`src/rtl/systolic_ctrl.sv`:
```
// Sequencer for one weight-stationary systolic array. It clears the array,
// loads the weight tile row by row, streams the activation vectors, and
// tracks the array pipeline latency so that each bottom-row result is handed
// to the result sink in order, with valid/ready backpressure.
module systolic_ctrl #(
  parameter  int ARRAY_SIZE = 4,
  parameter  int ADDR_WIDTH = 10,
  parameter  int CNT_WIDTH  = 12,
  parameter  int PIPE_LAT   = 8,
  localparam int IDX_W      = (ARRAY_SIZE > 1) ? $clog2(ARRAY_SIZE) : 1
) (
  input  logic                  clk,
  input  logic                  rst,
  input  logic                  start,
  input  logic [ADDR_WIDTH-1:0] cfg_wgt_base,
  input  logic [ADDR_WIDTH-1:0] cfg_act_base,
  input  logic [CNT_WIDTH-1:0]  cfg_num_vec,
  output logic                  busy,
  output logic                  done,
  output logic                  wgt_rd_en,
  output logic [ADDR_WIDTH-1:0] wgt_rd_addr,
  output logic                  wgt_row_we,
  output logic [IDX_W-1:0]      wgt_row_idx,
  output logic                  act_rd_en,
  output logic [ADDR_WIDTH-1:0] act_rd_addr,
  output logic                  act_valid,
  output logic                  array_en,
  output logic                  array_clr,
  output logic                  res_valid,
  input  logic                  res_ready,
  output logic [CNT_WIDTH-1:0]  res_idx
);

  // Counter wide enough to hold ARRAY_SIZE itself: the extra value marks the
  // cycle in which only the last delayed row write is still in flight.
  localparam int WCNT_W = $clog2(ARRAY_SIZE + 1);

  typedef enum logic [2:0] {
    S_IDLE,
    S_CLR,
    S_LOAD_W,
    S_STREAM,
    S_DRAIN,
    S_FIN
  } state_e;

  state_e                state_q, state_d;
  logic [ADDR_WIDTH-1:0] wgt_base_q, wgt_base_d;
  logic [ADDR_WIDTH-1:0] act_base_q, act_base_d;
  logic [CNT_WIDTH-1:0]  num_vec_q, num_vec_d;
  logic                  busy_q, busy_d;
  logic [WCNT_W-1:0]     wcnt_q, wcnt_d;
  logic [CNT_WIDTH-1:0]  kcnt_q, kcnt_d;
  logic [CNT_WIDTH-1:0]  res_idx_q, res_idx_d;
  logic                  act_valid_q;
  logic                  row_we_q;
  logic [IDX_W-1:0]      row_idx_q;
  // Bit i set means a real vector is i+1 enabled cycles into the array.
  logic [PIPE_LAT-1:0]   vpipe_q;

  logic                  in_run;
  logic                  stall;
  logic                  handshake;
  logic [CNT_WIDTH-1:0]  last_vec;

  assign in_run    = (state_q == S_STREAM) || (state_q == S_DRAIN);
  assign res_valid = in_run & vpipe_q[PIPE_LAT-1];
  assign stall     = res_valid & ~res_ready;
  assign handshake = res_valid & res_ready;
  assign last_vec  = num_vec_q - CNT_WIDTH'(1);

  assign busy        = busy_q;
  assign wgt_row_we  = row_we_q;
  assign wgt_row_idx = row_idx_q;
  assign act_valid   = act_valid_q;
  assign res_idx     = res_idx_q;
  // Addresses are forced to zero whenever their strobe is low.
  assign wgt_rd_addr = wgt_rd_en ? (wgt_base_q + ADDR_WIDTH'(wcnt_q)) : '0;
  assign act_rd_addr = act_rd_en ? (act_base_q + ADDR_WIDTH'(kcnt_q)) : '0;

  // Next-state, counter updates and per-state strobes.
  always_comb begin
    // NOTE: every signal gets a default first so no path leaves it unassigned,
    // which would otherwise infer a latch.
    state_d    = state_q;
    wgt_base_d = wgt_base_q;
    act_base_d = act_base_q;
    num_vec_d  = num_vec_q;
    busy_d     = busy_q;
    wcnt_d     = wcnt_q;
    kcnt_d     = kcnt_q;
    res_idx_d  = res_idx_q;
    wgt_rd_en  = 1'b0;
    act_rd_en  = 1'b0;
    array_en   = 1'b0;
    array_clr  = 1'b0;
    done       = 1'b0;

    case (state_q)
      S_IDLE: begin
        if (start) begin
          wgt_base_d = cfg_wgt_base;
          act_base_d = cfg_act_base;
          num_vec_d  = cfg_num_vec;
          busy_d     = 1'b1;
          wcnt_d     = '0;
          kcnt_d     = '0;
          res_idx_d  = '0;
          state_d    = S_CLR;
        end
      end

      S_CLR: begin
        array_clr = 1'b1;
        state_d   = S_LOAD_W;
      end

      S_LOAD_W: begin
        if (wcnt_q < WCNT_W'(ARRAY_SIZE)) begin
          wgt_rd_en = 1'b1;
          wcnt_d    = wcnt_q + WCNT_W'(1);
        end else begin
          // The last row write is on the port this cycle.
          if (num_vec_q != '0) begin
            state_d = S_STREAM;
          end else begin
            busy_d  = 1'b0;
            state_d = S_FIN;
          end
        end
      end

      S_STREAM: begin
        array_en = ~stall;
        if (!stall) begin
          act_rd_en = 1'b1;
          kcnt_d    = kcnt_q + CNT_WIDTH'(1);
          if (kcnt_q == last_vec) begin
            state_d = S_DRAIN;
          end
        end
        if (handshake) begin
          res_idx_d = res_idx_q + CNT_WIDTH'(1);
        end
      end

      S_DRAIN: begin
        array_en = ~stall;
        if (handshake) begin
          if (res_idx_q == last_vec) begin
            res_idx_d = '0;
            busy_d    = 1'b0;
            state_d   = S_FIN;
          end else begin
            res_idx_d = res_idx_q + CNT_WIDTH'(1);
          end
        end
      end

      S_FIN: begin
        done    = 1'b1;
        kcnt_d  = '0;
        wcnt_d  = '0;
        state_d = S_IDLE;
      end

      default: begin
        state_d = S_IDLE;
      end
    endcase
  end

  // State, captured config, counters and the delayed strobes.
  always_ff @(posedge clk) begin
    // NOTE: sequential state uses non-blocking assignments so every register
    // samples its inputs before any of them update in the same edge.
    if (rst) begin
      state_q     <= S_IDLE;
      wgt_base_q  <= '0;
      act_base_q  <= '0;
      num_vec_q   <= '0;
      busy_q      <= 1'b0;
      wcnt_q      <= '0;
      kcnt_q      <= '0;
      res_idx_q   <= '0;
      act_valid_q <= 1'b0;
      row_we_q    <= 1'b0;
      row_idx_q   <= '0;
    end else begin
      state_q    <= state_d;
      wgt_base_q <= wgt_base_d;
      act_base_q <= act_base_d;
      num_vec_q  <= num_vec_d;
      busy_q     <= busy_d;
      wcnt_q     <= wcnt_d;
      kcnt_q     <= kcnt_d;
      res_idx_q  <= res_idx_d;
      // Weight buffer has one cycle of read latency.
      row_we_q   <= wgt_rd_en;
      row_idx_q  <= wgt_rd_en ? wcnt_q[IDX_W-1:0] : '0;
      // The activation word presented to the array is held during a stall.
      if (!stall) begin
        act_valid_q <= act_rd_en;
      end
    end
  end

  // Valid tracker: moves in lockstep with the array, frozen while it is.
  always_ff @(posedge clk) begin
    // NOTE: this shift register is reset (unlike a data buffer would be)
    // because stale valid bits after an aborted job would emit phantom results.
    if (rst || state_q == S_CLR) begin
      vpipe_q <= '0;
    end else if (array_en) begin
      vpipe_q <= PIPE_LAT'({vpipe_q, act_valid_q});
    end
  end

endmodule

```
`config.mk`:
```
export PLATFORM = sky130hd
export DESIGN_NAME = systolic_ctrl
export DESIGN_NICKNAME = d
export VERILOG_FILES = /design/src/rtl/systolic_ctrl.sv
export SDC_FILE = /design/constraint.sdc
export NUM_CORES = 1
export LEC_CHECK = 0
export CAP_MARGIN = 25
export CORE_AREA = 4 4 140 142
export CTS_CLUSTER_SIZE = 10
export DETAILED_ROUTE_END_ITERATION = 10
export DIE_AREA = 0 0 144 146
export MAX_ROUTING_LAYER = met4
export PLACE_DENSITY_LB_ADDON = 0.05
export SKIP_LAST_GASP = 1
export SLEW_MARGIN = 20
export SYNTH_ARGS = -nofsm -noshare
export SYNTH_HDL_FRONTEND = slang
export SYNTH_SLANG_ARGS = --single-unit
```
`constraint.sdc`:
```
create_clock -name clk -period 6.9 [get_ports clk]
set_input_delay 1.035 -clock clk [delete_from_list [all_inputs] [get_ports clk]]
set_output_delay 1.035 -clock clk [all_outputs]
set_load 0.005 [all_outputs]
```
==> flow_summary.yaml, run 1 <==
run_status:
  outcome: "finished, final reports clean"
route:
  drt_iter0_markers: 179
  dr.pass1.iters: 4
  wl_um: 13500
  num_vias: 4129
  ant_nets: 0
  avgViaCountPerCell: 4.74
  wire_per_inst_um: 15.4
  drc: 0
global_route:
  grt_max_degree: 57
  grt_pass1_vias: 4231
  grt_remaining_overflow: 0
  grt.total_usage: 0.135
  antenna_found_initial: 0
  grt_pass1_wl_um: 22200
layout:
  stdcell_count: 872
  finalNetCount: 688
  diodes: 0
  fin_area_um2: 5720
  drive_gt1_frac: 0.0627
  areaGrowthSynthToFinish_pct: 27.4
synth:
  synth_common_cells: "nand2_1, dfxtp_1, a21oi_1"
  yosysWarningCount: 0
  synth_area_um2: 4490
  ys_types: 59
  synth_most_common_cell: "nand2_1"
  yosys.area.top_type_share: 0.334
  syn-mean-instance-area_um2: 7.78
  synthTopCellsByArea: "dfxtp_1, nand2_1, xnor2_1"
  syn_inst: 577
  ys_seq_area_frac: 0.334
  async_flop_share: 0
  synth_seq_cells: 75
  synth_edf_count: 0
  syn-num-nets: 631
  ys.flop_type: "dfxtp_1"
  yosysTopAreaCell: "dfxtp_1"
sta:
  fin_crit_sh: 0.622
  hold_viol_final: 0
  rsz0062_at_grt: "false"
  tightestPinTransition_ns: 0.773
  min_period_ns: 4.29
  fin_worst_skew_ns: 0.00783
  finalSetupViolations: 0
  finalSetupTns_ns: 0
  timing.fmax_mhz: 233
  relSlewSlack: 0.483
  maxSlewViolCount: 0
  hold-worst-slack_ns: 0.452
worst_setup_path:
  worst_path_max_delay_cell: "clkdlybuf4s50_1"
  critical_path.startpoint_type: "input pin"
  end_kind: "primary output"
  worstPathRequired_ns: 5.86
  worstPathMaxFanout: 9
  critical_path_class: "input pin to primary output"
  cp_cell_sequence: "clkdlybuf4s50_1 > inv_1 > nand2_1 > nand3_1 > inv_1 > and2_1 > clkdlybuf4s50_1"
  cp.arrival_ns: 3.26
  cp_num_buf_inv: 4
  cp_slowest_stage_delay_ns: 0.53
  cpLargestDelayFamily: "buffers and inverters"
run:
  max_cap_viol_count: 0
clock_tree:
  hold_buffers: 0
  clock-root-buffer: "clkbuf_16"
  cts_resized: 0
  cts_made_buffers: 9
  clock_path_buffers: 2
  clock-sinks: 75
  clkLatencyLatePin_ns: 0.35
  clkTransAtPathRegs_ns: 0.06
  h-tree-depth: 3
  cts_tree: "built"
  post_cts_buffers: 0
pwr:
  power.total_mw: 1.23
  power_leakage_nw: 2.09
  ir_worst_vdd_mv: 0.122
  p_per_area_nw_per_um2: 214
worst_hold_path:
  min_path_type: "flop to flop"
placed_design:
  placed_cell_area_um2: 5440
  hpwl_um: 9820
  io_buffers: 78
  place.gp.congestion: 0.844
  dp_cells: 857
die:
  num_rows: 50
  coreArea_um2: 18500
  die-area_um2: 21000
  start_util: 0.243
  dieHeight_um: 146
  fp.dieW_um: 144
  io_pins: 79
==> cells by family after synthesis <==
group,count (synthesis),synth area share
xor+xnor,59,0.115
compound gates,118,0.166
mux,3,0.00697
buf+inv,54,0.0493
flops,75,0.334
simple gates,250,0.275
fa+ha+maj,18,0.0535
==> worst paths after layout <==
path	start	depth (start not counted)	slack, ns	end
hold / removal	vpipe_q[5]	2	0.45	vpipe_q[6]
hold reg to reg	vpipe_q[5]	2	0.45	vpipe_q[6]
setup reg to reg	num_vec_q[0]	9	3.78	busy
setup / recovery	res_ready	7	2.61	act_rd_addr[7]
==> where the power goes <==
part	switching (mW)	internal, mW
Combinational	0.157	0.120
Clock	0.183	0.271
Sequential	0.0367	0.457
Total	0.377	0.848
==> layout by cell type (no fill, tap or decap), types with 6 or more instances in the layout <==
master / n
a21oi_1: 61
and2_1: 7
and3_1: 9
clkbuf_16: 9
clkdlybuf4s50_1: 77
dfxtp_1: 75
ha_1: 16
inv_1: 17
nand2_1: 99
nand3_1: 18
nand4_1: 7
nor2_1: 47
nor3_1: 14
nor3_2: 9
o21ai_0: 14
or3_1: 6
xnor2_1: 36
xor2_1: 23
==> layer usage <==
layer / up-vias / share of wire / track usage
met3: 13 / 0.043 / 0.0296
li1: 2099 / - / -
met2: 85 / 0.46 / 0.206
met5: - / 0 / -
met1: 1932 / 0.48 / 0.178
met4: 0 / 0.017 / 0.0457
==> layout make-up <==
type,count,area [um^2]
well taps,234,293
repair buffers,82,806
clock inverters,1,7.51
flip-flops and latches,75,1500
fillers,1977,12700
multi-input cells,448,2770
inverters,18,67.6
clock buffers,14,274
==> flip-flops by register name (all words and copies together), names as in the netlist, 2 cells and up <==
name,flops
kcnt_q,12
num_vec_q,12
res_idx,12
act_base_q,10
wgt_base_q,10
vpipe_q,8
state_q,3
wcnt_q,3
wgt_row_idx,2
==> worst reg2reg max path, cell delays in order, from the launching register on <==
cell and delay, ns:
dfxtp_1 0.40, inv_1 0.10, ha_1 0.21, or3b_2 0.59
nor3_1 0.43, xnor2_1 0.18, o211ai_1 0.16, nor4_1 0.27
o21a_2 0.48, o221a_2 0.26
==> per-stage QoR <==
| step | setup slack [ns] | utilization |
|---|---|---|
| after floorplan | 3.86 | - |
| after global placement | 2.58 | 0.295 |
| after detailed placement | 2.58 | 0.295 |
| after CTS | 2.57 | 0.310 |
| after global routing | 2.40 | 0.310 |
| final | 2.61 | 0.310 |
Power figures use the tool's default switching activity.
==> inputs of run 2 (changes only) <==
==> constraint.sdc (replaced) <==
create_clock -name clk -period 4.4 [get_ports clk]
set_input_delay 0.66 -clock clk [delete_from_list [all_inputs] [get_ports clk]]
set_output_delay 0.66 -clock clk [all_outputs]
set_load 0.005 [all_outputs]
==> run 2 against run 1 <==
Against the previous run: wire length is 0.10% higher; cell count increased by 0.11%; highest routed layer unchanged; clock-buffer cell count decreased by 4; largest power group unchanged; flip-flop and latch count unchanged; combinational power up 57%; cell area grew 0.37%.
==> flow_summary.yaml, run 2 (synthesized netlist as in run 1, its figures left out) <==
clock_tree:
  cts_tree: "built"
  clkLatencyLatePin_ns: 0.34
  clock_path_buffers: 2
  cts_made_buffers: 9
  cts_resized: 0
  post_cts_buffers: 0
  clock-root-buffer: "clkbuf_16"
  clkTransAtPathRegs_ns: 0.06
  h-tree-depth: 3
  hold_buffers: 0
  clock-sinks: 75
pwr:
  power_leakage_nw: 2.10
  ir_worst_vdd_mv: 0.180
  p_per_area_nw_per_um2: 342
die:
  io_pins: 79
  start_util: 0.243
  die-area_um2: 21000
  fp.dieW_um: 144
  num_rows: 50
  coreArea_um2: 18500
  dieHeight_um: 146
route:
  drc: 0
  num_vias: 4162
  drt_iter0_markers: 260
  wire_per_inst_um: 15.4
  wl_um: 13500
  avgViaCountPerCell: 4.77
  dr.pass1.iters: 4
  ant_nets: 0
sta:
  fin_crit_sh: 0.850
  hold-worst-slack_ns: 0.455
  finalSetupViolations: 0
  rsz0062_at_grt: "false"
  fin_worst_skew_ns: 0.0112
  finalSetupTns_ns: 0
  maxSlewViolCount: 0
  min_period_ns: 3.74
  relSlewSlack: 0.470
  timing.fmax_mhz: 267
  tightestPinTransition_ns: 0.793
  hold_viol_final: 0
  fin_ws_ns: 0.660
layout:
  diodes: 0
  areaGrowthSynthToFinish_pct: 27.8
  finalNetCount: 688
  final_cell_mix: "nand2_1, clkdlybuf4s50_1, dfxtp_1"
  drive_gt1_frac: 0.0673
  regArea_um2: 1500
  final_common_cell: "nand2_1"
  stdcell_count: 873
  nFillCells: 1947
  multiInputGateArea_um2: 2770
worst_setup_path:
  worst_path_max_delay_cell: "a2111oi_0"
  cp.arrival_ns: 3.08
  worstPathMaxFanout: 6
  critical_path.startpoint_type: "flop"
  r2r_slack_ns: 1.30
  crit-reg2reg-capture: "busy"
  worstPathRequired_ns: 3.74
  ff2ff_path_depth: 9
  cp_cell_sequence: "ha_1 > a21o_1 > a21oi_1 > o21bai_1 > a2111oi_0 > o31ai_1 > xnor2_1 > nor2_1 > clkdlybuf4s50_1"
  end_kind: "primary output"
  timing.rr.start: "num_vec_q[0]"
  cp_slowest_stage_delay_ns: 0.57
  critical_path_class: "flop to primary output"
run_status:
  outcome: "finished, final reports clean"
global_route:
  grt_max_degree: 55
  grt_pass1_wl_um: 21800
  grt.total_usage: 0.134
  antenna_found_initial: 0
  grt_remaining_overflow: 0
  grt_pass1_vias: 4166
run:
  max_cap_viol_count: 0
worst_hold_path:
  min_path_type: "flop to flop"
  hold_depth: 2
  min_from: "vpipe_q[0]"
  whs_endpoint: "vpipe_q[1]"
placed_design:
  dp_cells: 857
  hpwl_um: 9950
  io_buffers: 78
  place.gp.congestion: 0.842
  dp_slack_ns: 0.797
[run 2: changes by cell type in the layout (fill, tap and decap cells not counted), sizes merged]
cell / delta
clkbuf: -4
clkinvlp: +1
clkinv: +2
inv: +1
bufinv: +1
[run 2: worst max-delay path by stage]
| stage | start | to | slack [ns] | depth (start not counted) |
|---|---|---|---|---|
| after global placement | res_ready | act_rd_addr[7] | 0.85 | 7 |
| after CTS | kcnt_q[1] | act_rd_addr[9] | 0.61 | 9 |
| after floorplan | kcnt_q[1] | act_rd_addr[9] | 1.74 | 8 |
| after detailed placement | res_ready | act_rd_addr[1] | 0.80 | 7 |
| after global routing | kcnt_q[1] | act_rd_addr[9] | 0.41 | 9 |
| final | kcnt_q[1] | act_rd_addr[9] | 0.66 | 9 |
[run 2: stage by stage]
stage | area (um^2) | util | power [mW]
6_report | 5740 | 0.311 | 1.97
5_1_grt | 5740 | 0.311 | 2.08
4_1_cts | 5740 | 0.311 | 2.00
3_5_place_dp | 5440 | 0.295 | 1.23
3_3_place_gp | 5440 | 0.295 | 1.23
2_1_floorplan | 4490 | - | 1.09
[run 2: metal layers]
metal | part of all wire | vias up | wire length (um) | GRT usage
met5 | 0 | - | 0 | -
met3 | 0.034 | 10 | 461 | 0.0260
li1 | - | 2095 | - | -
met4 | 0.012 | 0 | 167 | 0.0433
met1 | 0.49 | 1982 | 6580 | 0.173
met2 | 0.47 | 75 | 6270 | 0.211
[run 2: worst max-delay path: cells and delay by family (launching register included)]
| kind | cells | cell delay [ns] |
|---|---|---|
| compound gates | 5 | 1.24 |
| buf+inv | 1 | 0.53 |
| simple gates | 1 | 0.09 |
| fa+ha+maj | 1 | 0.28 |
| flops | 1 | 0.45 |
| xor+xnor | 1 | 0.16 |
[run 2: cell type report]
type / instances / share of cell area
clock buffers: 10 / 0.0416
flip-flops and latches: 75 / 0.262
inverters: 18 / 0.0118
well taps: 234 / 0.0510
repair buffers: 82 / 0.140
clock inverters: 6 / 0.0111
multi-input cells: 448 / 0.483
[run 2: where the power goes]
| part | switching [mW] | internal [mW] |
|---|---|---|
| Clock | 0.300 | 0.454 |
| Combinational | 0.247 | 0.189 |
| Sequential | 0.0589 | 0.716 |
| Total | 0.607 | 1.36 |
